===== config.mk =====
export PLATFORM = sky130hd
export DESIGN_NAME = exc_vector_loader
export DESIGN_NICKNAME = d
export VERILOG_FILES = /design/src/rtl/exc_vector_loader.sv
export SDC_FILE = /design/constraint.sdc
export NUM_CORES = 1
export LEC_CHECK = 0
export ABC_AREA = 1
export CAP_MARGIN = 20
export CORE_MARGIN = 2
export CORE_UTILIZATION = 40
export CTS_CLUSTER_SIZE = 24
export DETAILED_ROUTE_END_ITERATION = 8
export PLACE_DENSITY = 0.88
export SYNTH_ARGS = -nofsm -noshare
export SYNTH_HDL_FRONTEND = slang
export SYNTH_SLANG_ARGS = --single-unit

===== constraint.sdc =====
create_clock -name clk -period 1.3 [get_ports clk]
set_clock_uncertainty 0.05 [all_clocks]
set_input_delay 0.13 -clock clk [delete_from_list [all_inputs] [get_ports clk]]
set_output_delay 0.13 -clock clk [all_outputs]
set_load 0.02 [all_outputs]

===== src/rtl/exc_vector_loader.sv =====
// Exception vector loader: writes EPC, fetches a handler byte from 253..255, loads PC.
// Optional EXC_CAUSE_REG_EN keeps the last exception cause on cause_out.
module exc_vector_loader #(
  parameter int MEM_WAIT = 2
) (
  input  logic        clk,
  input  logic        reset,
  input  logic        exc_opcode,
  input  logic        exc_overflow,
  input  logic        exc_div0,
  input  logic [31:0] pc_in,
  input  logic [31:0] mem_data_in,
  output logic [2:0]  mem_sel_out,
  output logic        mem_sel_valid,
  output logic [31:0] epc_out,
  output logic        epc_we,
  output logic [31:0] pc_out,
  output logic        pc_we,
  output logic        busy,
  output logic        done,
  output logic [1:0]  cause_out
);

  typedef enum logic [2:0] {
    IDLE, ADDR, WAIT, LOAD, DONE
  } state_t;

  localparam logic [3:0] WAIT_LD = 4'(MEM_WAIT - 1);

  state_t      state, state_nx;
  logic [3:0]  cnt;
  logic [2:0]  sel;
  logic [31:0] epc_q;
  logic [31:0] pc_q;
  logic        exc_any;
  logic        accept;
  logic        unused_hi;

  assign exc_any   = exc_opcode | exc_overflow | exc_div0;
  assign accept    = (state == IDLE) && exc_any;
  assign unused_hi = ^mem_data_in[31:8];

  always_ff @(posedge clk) begin
    if (reset) state <= IDLE;
    else       state <= state_nx;
  end

  always_ff @(posedge clk) begin
    if (reset) begin
      cnt   <= 4'd0;
      sel   <= 3'b000;
      epc_q <= 32'd0;
      pc_q  <= 32'd0;
    end else begin
      if (accept) begin
        if (exc_opcode)        sel <= 3'b100;
        else if (exc_overflow) sel <= 3'b101;
        else                   sel <= 3'b110;
        epc_q <= pc_in - 32'd4;
      end
      if (state == ADDR)      cnt <= WAIT_LD;
      else if (state == WAIT) cnt <= cnt - 4'd1;
      if (state == LOAD)
        pc_q <= {24'b0, mem_data_in[7:0]};
    end
  end

`ifdef EXC_CAUSE_REG_EN
  logic [1:0] cause_q;

  always_ff @(posedge clk) begin
    if (reset) begin
      cause_q <= 2'b00;
    end else if (accept) begin
      if (exc_opcode)        cause_q <= 2'b01;
      else if (exc_overflow) cause_q <= 2'b10;
      else                   cause_q <= 2'b11;
    end
  end

  assign cause_out = cause_q;
`else
  assign cause_out = 2'b00;
`endif

  always_comb begin
    state_nx = state;
    unique case (state)
      IDLE: if (exc_any) state_nx = ADDR;
      ADDR: state_nx = WAIT;
      WAIT: if (cnt == 4'd0) state_nx = LOAD;
      LOAD: state_nx = DONE;
      DONE: state_nx = IDLE;
      default: state_nx = IDLE;
    endcase
  end

  // Handler address is visible in the LOAD cycle itself, then held.
  always_comb begin
    busy          = (state != IDLE);
    epc_we        = (state == ADDR);
    pc_we         = (state == LOAD);
    done          = (state == DONE);
    mem_sel_valid = (state == ADDR) || (state == WAIT) || (state == LOAD);
    mem_sel_out   = mem_sel_valid ? sel : 3'b000;
    epc_out       = epc_q;
    pc_out        = pc_we ? {24'b0, mem_data_in[7:0]} : pc_q;
  end

endmodule

Word-level counts from Yosys, hierarchy flattened:

Index checks and enable logic that the tools add are counted.

* flip-flop bits (word level): 74
* input bits: 69
* word-level logic and storage cells: 34

* bitwise logic cells: 2
* reduce and logical (&&, ||, !) cells: 9
* equal/unequal tests: 6
* multiplexer cells: 9
* $add $sub $neg: 2

Operator list (number)
* $mux W32: 1
* $sub A32 B3 Y32 const B: 1
* $pmux W3 S4: 1
* $mux W3: 3
* $eq A3 B2 Y1 const B: 2
* $logic_not A4 Y1: 1
* $mux W2: 2
* $sub A4 B1 Y4 const B: 1
* $eq A3 B1 Y1 const B: 1
* $eq A3 B3 Y1 const B: 1
* $logic_not A3 Y1: 1
* $reduce_bool A3 Y1: 1
* $logic_or A1 B1 Y1: 2
* $mux W1: 2
* $ne A2 B1 Y1 const B: 1
* $ne A2 B2 Y1 const B: 1
* $or A1 B1 Y1: 2
* $reduce_and A2 Y1: 1
* $reduce_bool A2 Y1: 1
* $reduce_or A2 Y1: 1
* $logic_and A1 B1 Y1: 1

Longest topological paths before layout:

Gate-level depths: netlist (run 1).

* word-level depth: 4
* depth in mapped cells: 10

Least setup slack after synthesis (run 1):

No wires, ideal clock.

* kind: reg-to-reg
* start: register state[0]
* end: register cnt[1]
* data arrival time: 1.274 ns
* path buffers: 0
* stages on the path, launching flop included: 6
* setup time: 0.129 ns
* setup slack: -0.153 ns
* data required time: 1.121 ns
* period minus slack after synthesis: 1.453 ns
* cells stage by stage: dfxtp_1 inv_1 nor3_1 inv_1 nand2_1 a311oi_1

* longest elaborated chain between the ends: 2
* elaborated cells on any way between the ends: 3

RTL lines
* start, declared: line 30 `state_t state, state_nx;`
* start signal, assigned: line 45 `else state <= state_nx;`
* $eq A3 B1 Y1
* net epc_we: line 16 `output logic epc_we,`
* $reduce_or A2 Y1 (no line)
* end signal, assigned: line 62 `else if (state == WAIT) cnt <= cnt - 4'd1;`
* end, declared: line 31 `logic [3:0] cnt;`

The timed path passes the listed nets, and every way through them passes these cells.
A chain may end at the register's enable or synchronous reset.

Worst setup path after layout (run 1):

* start: register state[0]
* end: output port pc_out[1]

* longest elaborated chain between the ends: 2

RTL lines
* $eq A3 B2 Y1: line 102 `pc_we = (state == LOAD);`
* $mux W32: line 107 `pc_out = pc_we ? {24'b0, mem_data_in[7:0]} : pc_q;`
* end, declared: line 17 `output logic [31:0] pc_out,`

Every way passes these cells.

==> impl_metrics.ini, run 1 <==
[run_status]
outcome = finished, violations left
violations = negative setup slack

[timing]
hold_violations = 0
setup_viol = 112
final.setup.tns_ns = -29.46
fin_crit_sh = 1.37
postLayoutSetupSlackWorst_ns = -0.487
maxSlewViolCount = 0
timing.fmax_mhz = 559
rsz0062_at_grt = yes
fin_crit_ns = 1.79

[global_routing]
gr-total-overflow = 0
grt_pass1_vias = 4661
grt_pass1_wl_microns = 22400
grt_max_degree = 36
antenna_found_initial = 0
gr-usage-all-layers = 0.282

[die]
rows = 35
fp.dieW_microns = 99.9
die-area_sq_um = 9990
die_h_microns = 99.9
ioPinCount = 143
initial_utilization = 0.406
core-area_sq_um = 9060

[pwr]
p_sw_frac = 0.322
max-vdd-ir-drop_uv = 727
power_density_nw_per_um2 = 1230
power_leakage_nw = 3.25
internal_power_w = 0.00561
p_sw_w = 0.00267
pwr-share-clk = 0.286
p_comb_frac = 0.395
pwr-share-seq = 0.320

[clock_network]
cts_tree = done
clkTransAtPathRegs_ns = 0.08
root_buffer = clkbuf_8
ctsHoldBuffers = 0
htree_num_levels = 3
cts.sinks = 74
clockBufferDepth = 2
cts_buffers = 9
clk-insertion-delay-late_ns = 0.35

[synth]
synth_seq_cells = 74
synth_edf_count = 0
synthCells = 566
ys_seq_area_frac = 0.402
avgSynthCellArea_sq_um = 6.51
synthFlopType = dfxtp_1
synthesis.area_sq_um = 3680
synth_cell_types = 34
yosysWarningCount = 0
async_flop_share = 0

[placed_design]
io_buffers = 116
gp_congestion = 0.923
placed_area_sq_um = 5590
dp_hpwl_microns = 8600
dp_cells = 853

[hold_path]
hold_path_class = in -> reg

[cells_and_area]
fin_area_sq_um = 6750
area_growth_syn_to_layout_pct = 83.2
final_nets = 866
stdcell_count = 909
layout_common_cells = nor2_1, inv_1, buf_4
mostFrequentLayoutCell = nor2_1
drive_gt1_frac = 0.370
diodes = 0

[worst_setup_path]
arrival_ns = 1.61
path_max_fanout = 9
critPathKind = reg -> out
crit_required_ns = 1.12
cp-start-kind = flop
critPathCaptureType = output pin

[route]
drtIter0Drc = 131
post_drt_via_cell_ratio = 5.04
drc = 0
vias = 4585
wl_microns = 14400
wl_per_cell_microns = 15.8
ant_nets = 0
drt_pass1_iterations = 5

[run]
max-cap-violations = 0
==> timing repair <==
item | in CTS | in global routing
cloned | 7 | 1
endpoints found under the hold margin | 0 | 0
pin swaps | 31 | 19
setup endpoints to repair | 119 | 119
buffers inserted | 32 | 12
gates resized for setup | 306 | 83
==> path summary, 6_finish.rpt <==
kind / slack [ns] / to / start / cells after the start
setup / recovery: -0.49 / pc_out[1] / state[0] / 7
hold / removal: 0.05 / sel[0] / exc_overflow / 3
setup reg to reg: -0.37 / epc_out[23] / state[0] / 11
hold reg to reg: 0.39 / pc_q[16] / pc_q[16] / 2
==> state kept, by name (all words and copies together) (netlist names) <==
register	flops
epc_out	32
pc_q	32
sel	3
cnt	4
state	3
==> through the flow <==
| step | worst slack [ns] | hold WS, ns | power [W] | utilization |
|---|---|---|---|---|
| after global routing | -0.569 | 0.0655 | 0.00863 | 0.744 |
| after global placement | -0.522 | 0.381 | 0.00478 | 0.617 |
| after CTS | -0.493 | 0.132 | 0.00798 | 0.713 |
| after floorplan | -0.0289 | 0.170 | 0.00375 | - |
| final | -0.487 | 0.0522 | 0.00827 | 0.744 |
| after detailed placement | -0.528 | 0.386 | 0.00484 | 0.617 |
==> synthesized netlist by cell type (2+ instances only) <==
cell type	n	share of area
nor2_1	133	0.14
inv_1	98	0.10
nand2_1	80	0.082
dfxtp_1	74	0.40
nor3_1	30	0.041
nand3_1	25	0.034
o21ai_1	23	0.031
a21oi_1	19	0.026
o21ai_0	15	0.020
buf_2	11	0.015
or2_2	8	0.014
xor2_1	7	0.017
clkbuf_1	6	0.0061
nand4_1	4	0.0068
buf_4	3	0.0061
inv_2	3	0.0031
nor2_4	3	0.0092
o21bai_1	3	0.0061
buf_6	2	0.0061
ha_1	2	0.0068
nor2_2	2	0.0034
or2_1	2	0.0034
xnor2_1	2	0.0048
==> power by group through the flow <==
stage / combinational, W / sequential, W / clock, W
2_1_floorplan: 0.000912 / 0.00284 / 0
3_3_place_gp: 0.00213 / 0.00265 / 0
3_5_place_dp: 0.00219 / 0.00266 / 0
4_1_cts: 0.00299 / 0.00263 / 0.00236
5_1_grt: 0.00346 / 0.00267 / 0.00251
6_report: 0.00327 / 0.00264 / 0.00236
==> layout make-up <==
| type | count | area [sq um] |
|---|---|---|
| repair buffers | 240 | 2330 |
| fillers | 631 | 2320 |
| multi-input cells | 369 | 2140 |
| flip-flops and latches | 74 | 1490 |
| inverters | 101 | 402 |
| well taps | 111 | 139 |
| clock inverters | 5 | 129 |
| clock buffers | 9 | 124 |
==> per-layer routing <==
metal  GRT usage  part of all wire  wire length, microns
met1       0.303              0.37                  5290
met4       0.124             0.039                   555
met2       0.527              0.52                  7490
met3      0.0655             0.073                  1050
met5           0                 0                     0
==> cells by family after synthesis <==
group,count (synthesis),synth area share
and+or+nand+nor,291,0.336
buffers and inverters,124,0.137
other,1,0.00102
adders and majority gates,2,0.00679
AOI/OAI and AO/OA,65,0.0948
xor gates and xnor gates,9,0.0214
DFF,74,0.402
==> critical path, stage by stage, from the launching register on <==
cell     delay, ns
dfxtp_2       0.35
inv_2         0.06
nor3_4        0.20
buf_6         0.19
inv_8         0.08
o21ai_4       0.18
inv_2         0.05
buf_4         0.15
Power figures use the tool's default switching activity.
==> run 2, diff against run 1 <==
--- a/config.mk
+++ b/config.mk
@@ -7,11 +7,13 @@
 export LEC_CHECK = 0
 export ABC_AREA = 1
 export CAP_MARGIN = 20
+export CORE_ASPECT_RATIO = 0.9
 export CORE_MARGIN = 2
 export CORE_UTILIZATION = 40
 export CTS_CLUSTER_SIZE = 24
 export DETAILED_ROUTE_END_ITERATION = 8
-export PLACE_DENSITY = 0.88
+export HOLD_SLACK_MARGIN = 0.06
+export PLACE_DENSITY = 0.85
 export SYNTH_ARGS = -nofsm -noshare
 export SYNTH_HDL_FRONTEND = slang
 export SYNTH_SLANG_ARGS = --single-unit
==> constraint.sdc (replaced) <==
create_clock -name clk -period 1.66 [get_ports clk]
set_clock_uncertainty 0.05 [all_clocks]
set_input_delay 0.166 -clock clk [delete_from_list [all_inputs] [get_ports clk]]
set_output_delay 0.166 -clock clk [all_outputs]
set_load 0.02 [all_outputs]
==> impl_metrics.ini, run 2 (same netlist as run 1, synthesis figures left out) <==
[clock_network]
cts_tree = done
clk-insertion-delay-late_ns = 0.34
root_buffer = clkbuf_8
cts_buffers = 9
clockBufferDepth = 2
ctsHoldBuffers = 0
cts.sinks = 74
clkTransAtPathRegs_ns = 0.09
htree_num_levels = 3

[worst_setup_path]
crit_required_ns = 1.44
path_max_fanout = 6
slowest_delay_ns = 0.36
arrival_ns = 1.68
critPathCaptureType = output pin
crit_chain = inv_4, nor3_4, inv_4, buf_4, o21ai_2, inv_1, buf_2
cp_top_family = buffers and inverters
cp_num_buf_inv = 5
slowest_stage = dfxtp_2
critPathKind = reg -> out
cpMostUsedCell = inv_4
cp-start-kind = flop

[cells_and_area]
final_nets = 828
layout_common_cells = nor2_1, inv_1, buf_4
area_growth_syn_to_layout_pct = 58.0
drive_gt1_frac = 0.245
mostFrequentLayoutCell = nor2_1
fin_area_sq_um = 5820
diodes = 0

[global_routing]
antenna_found_initial = 0
grt_pass1_vias = 3966
grt_max_degree = 55
gr-usage-all-layers = 0.230
grt_pass1_wl_microns = 18400
gr-total-overflow = 0

[placed_design]
placed_area_sq_um = 5450
pre_cts_ws_ns = -0.233
dp_hpwl_microns = 8440
io_buffers = 116
gp_congestion = 0.912

[pwr]
pwr-share-clk = 0.302
p_sw_w = 0.00176
max-vdd-ir-drop_uv = 554
pwr-share-seq = 0.374
p_comb_frac = 0.324
internal_power_w = 0.00369
power_density_nw_per_um2 = 937
p_sw_frac = 0.323
power_leakage_nw = 2.81

[timing]
final.setup.tns_ns = -6.05
slew_headroom = 0.579
hold_violations = 0
maxSlewViolCount = 0
tightestPinTransition_ns = 0.631
rsz0062_at_grt = yes
timing.fmax_mhz = 529
fin_crit_ns = 1.89
postLayoutSetupSlackWorst_ns = -0.231
setup_viol = 34
fin_crit_sh = 1.14

[die]
fp.dieW_microns = 105
initial_utilization = 0.407
rows = 33
die_h_microns = 95.0
core-area_sq_um = 9040
ioPinCount = 143
die-area_sq_um = 9990

[route]
vias = 4198
wl_per_cell_microns = 13.3
wl_microns = 11800
ant_nets = 0
post_drt_via_cell_ratio = 4.75
drt_pass1_iterations = 4
drc = 0
drtIter0Drc = 214

[run]
max-cap-violations = 0

[hold_path]
hold_path_class = in -> reg

[run_status]
outcome = finished, violations left
violations = negative setup slack
-- run 2: cell count changes in the layout (fill, tap and decap cells not counted), sizes merged --
| cell | before | now |
|---|---|---|
| bufinv | 4 | 2 |
| dlymetal6s2s | 2 | 0 |
| nor3 | 31 | 32 |
| dlygate4sd2 | 26 | 0 |
| clkdlybuf4s50 | 41 | 75 |
| buf | 164 | 124 |
| clkinv | 1 | 2 |
| clkbuf | 11 | 10 |
| inv | 101 | 103 |
| clkdlybuf4s15 | 5 | 2 |
-- run 2: area by class of cell --
type / count / area (sq um)
Fill cell: 784 / 3220
Multi-Input combinational cell: 370 / 1820
Inverter: 101 / 384
Sequential cell: 74 / 1480
Clock inverter: 6 / 97.6
Timing Repair Buffer: 201 / 1750
Tap cell: 122 / 153
Clock buffer: 10 / 138
-- run 2: worst paths after layout --
| path | start | cells after the start | slack (ns) | to |
|---|---|---|---|---|
| max reg2reg | state[0] | 7 | 0.04 | pc_q[19] |
| max | state[0] | 7 | -0.23 | pc_out[6] |
| min reg2reg | pc_q[28] | 2 | 0.40 | pc_q[28] |
| min | pc_in[1] | 3 | 0.35 | epc_out[1] |
-- run 2: power groups by stage --
stage,clock (W),combinational [W],sequential (W)
after floorplan,0,0.000678,0.00222
after global placement,0,0.00160,0.00206
after detailed placement,0,0.00164,0.00207
after CTS,0.00169,0.00170,0.00204
after global routing,0.00174,0.00191,0.00206
final,0.00165,0.00177,0.00204
-- run 2: repair_timing --
item	in CTS	in global routing
pin swaps	5	4
buffers inserted	10	5
resized for setup	194	27
cloned	2	0
setup endpoints to repair	41	59
-- run 2: worst reg2reg max path, delay by kind of cell (launching register included) --
family        cells  cell delay (ns)
flops             1             0.36
buf+inv           5             0.71
simple gates      2             0.36
-- run 2: layer usage --
metal	track usage	part of all wire	up-vias
li1	-	-	2120
met1	0.280	0.42	1912
met2	0.402	0.50	144
met3	0.0492	0.056	22
met4	0.0889	0.021	0
met5	0	0	-
-- run 2: metrics by stage --
stage | total power, W | hold slack (ns) | util | std cells
final | 0.00545 | 0.352 | 0.643 | 884
after global routing | 0.00572 | 0.359 | 0.643 | 884
after CTS | 0.00542 | 0.337 | 0.632 | 880
after detailed placement | 0.00372 | 0.385 | 0.603 | 852
after global placement | 0.00367 | 0.383 | 0.603 | 852
after floorplan | 0.00290 | 0.206 | - | 567
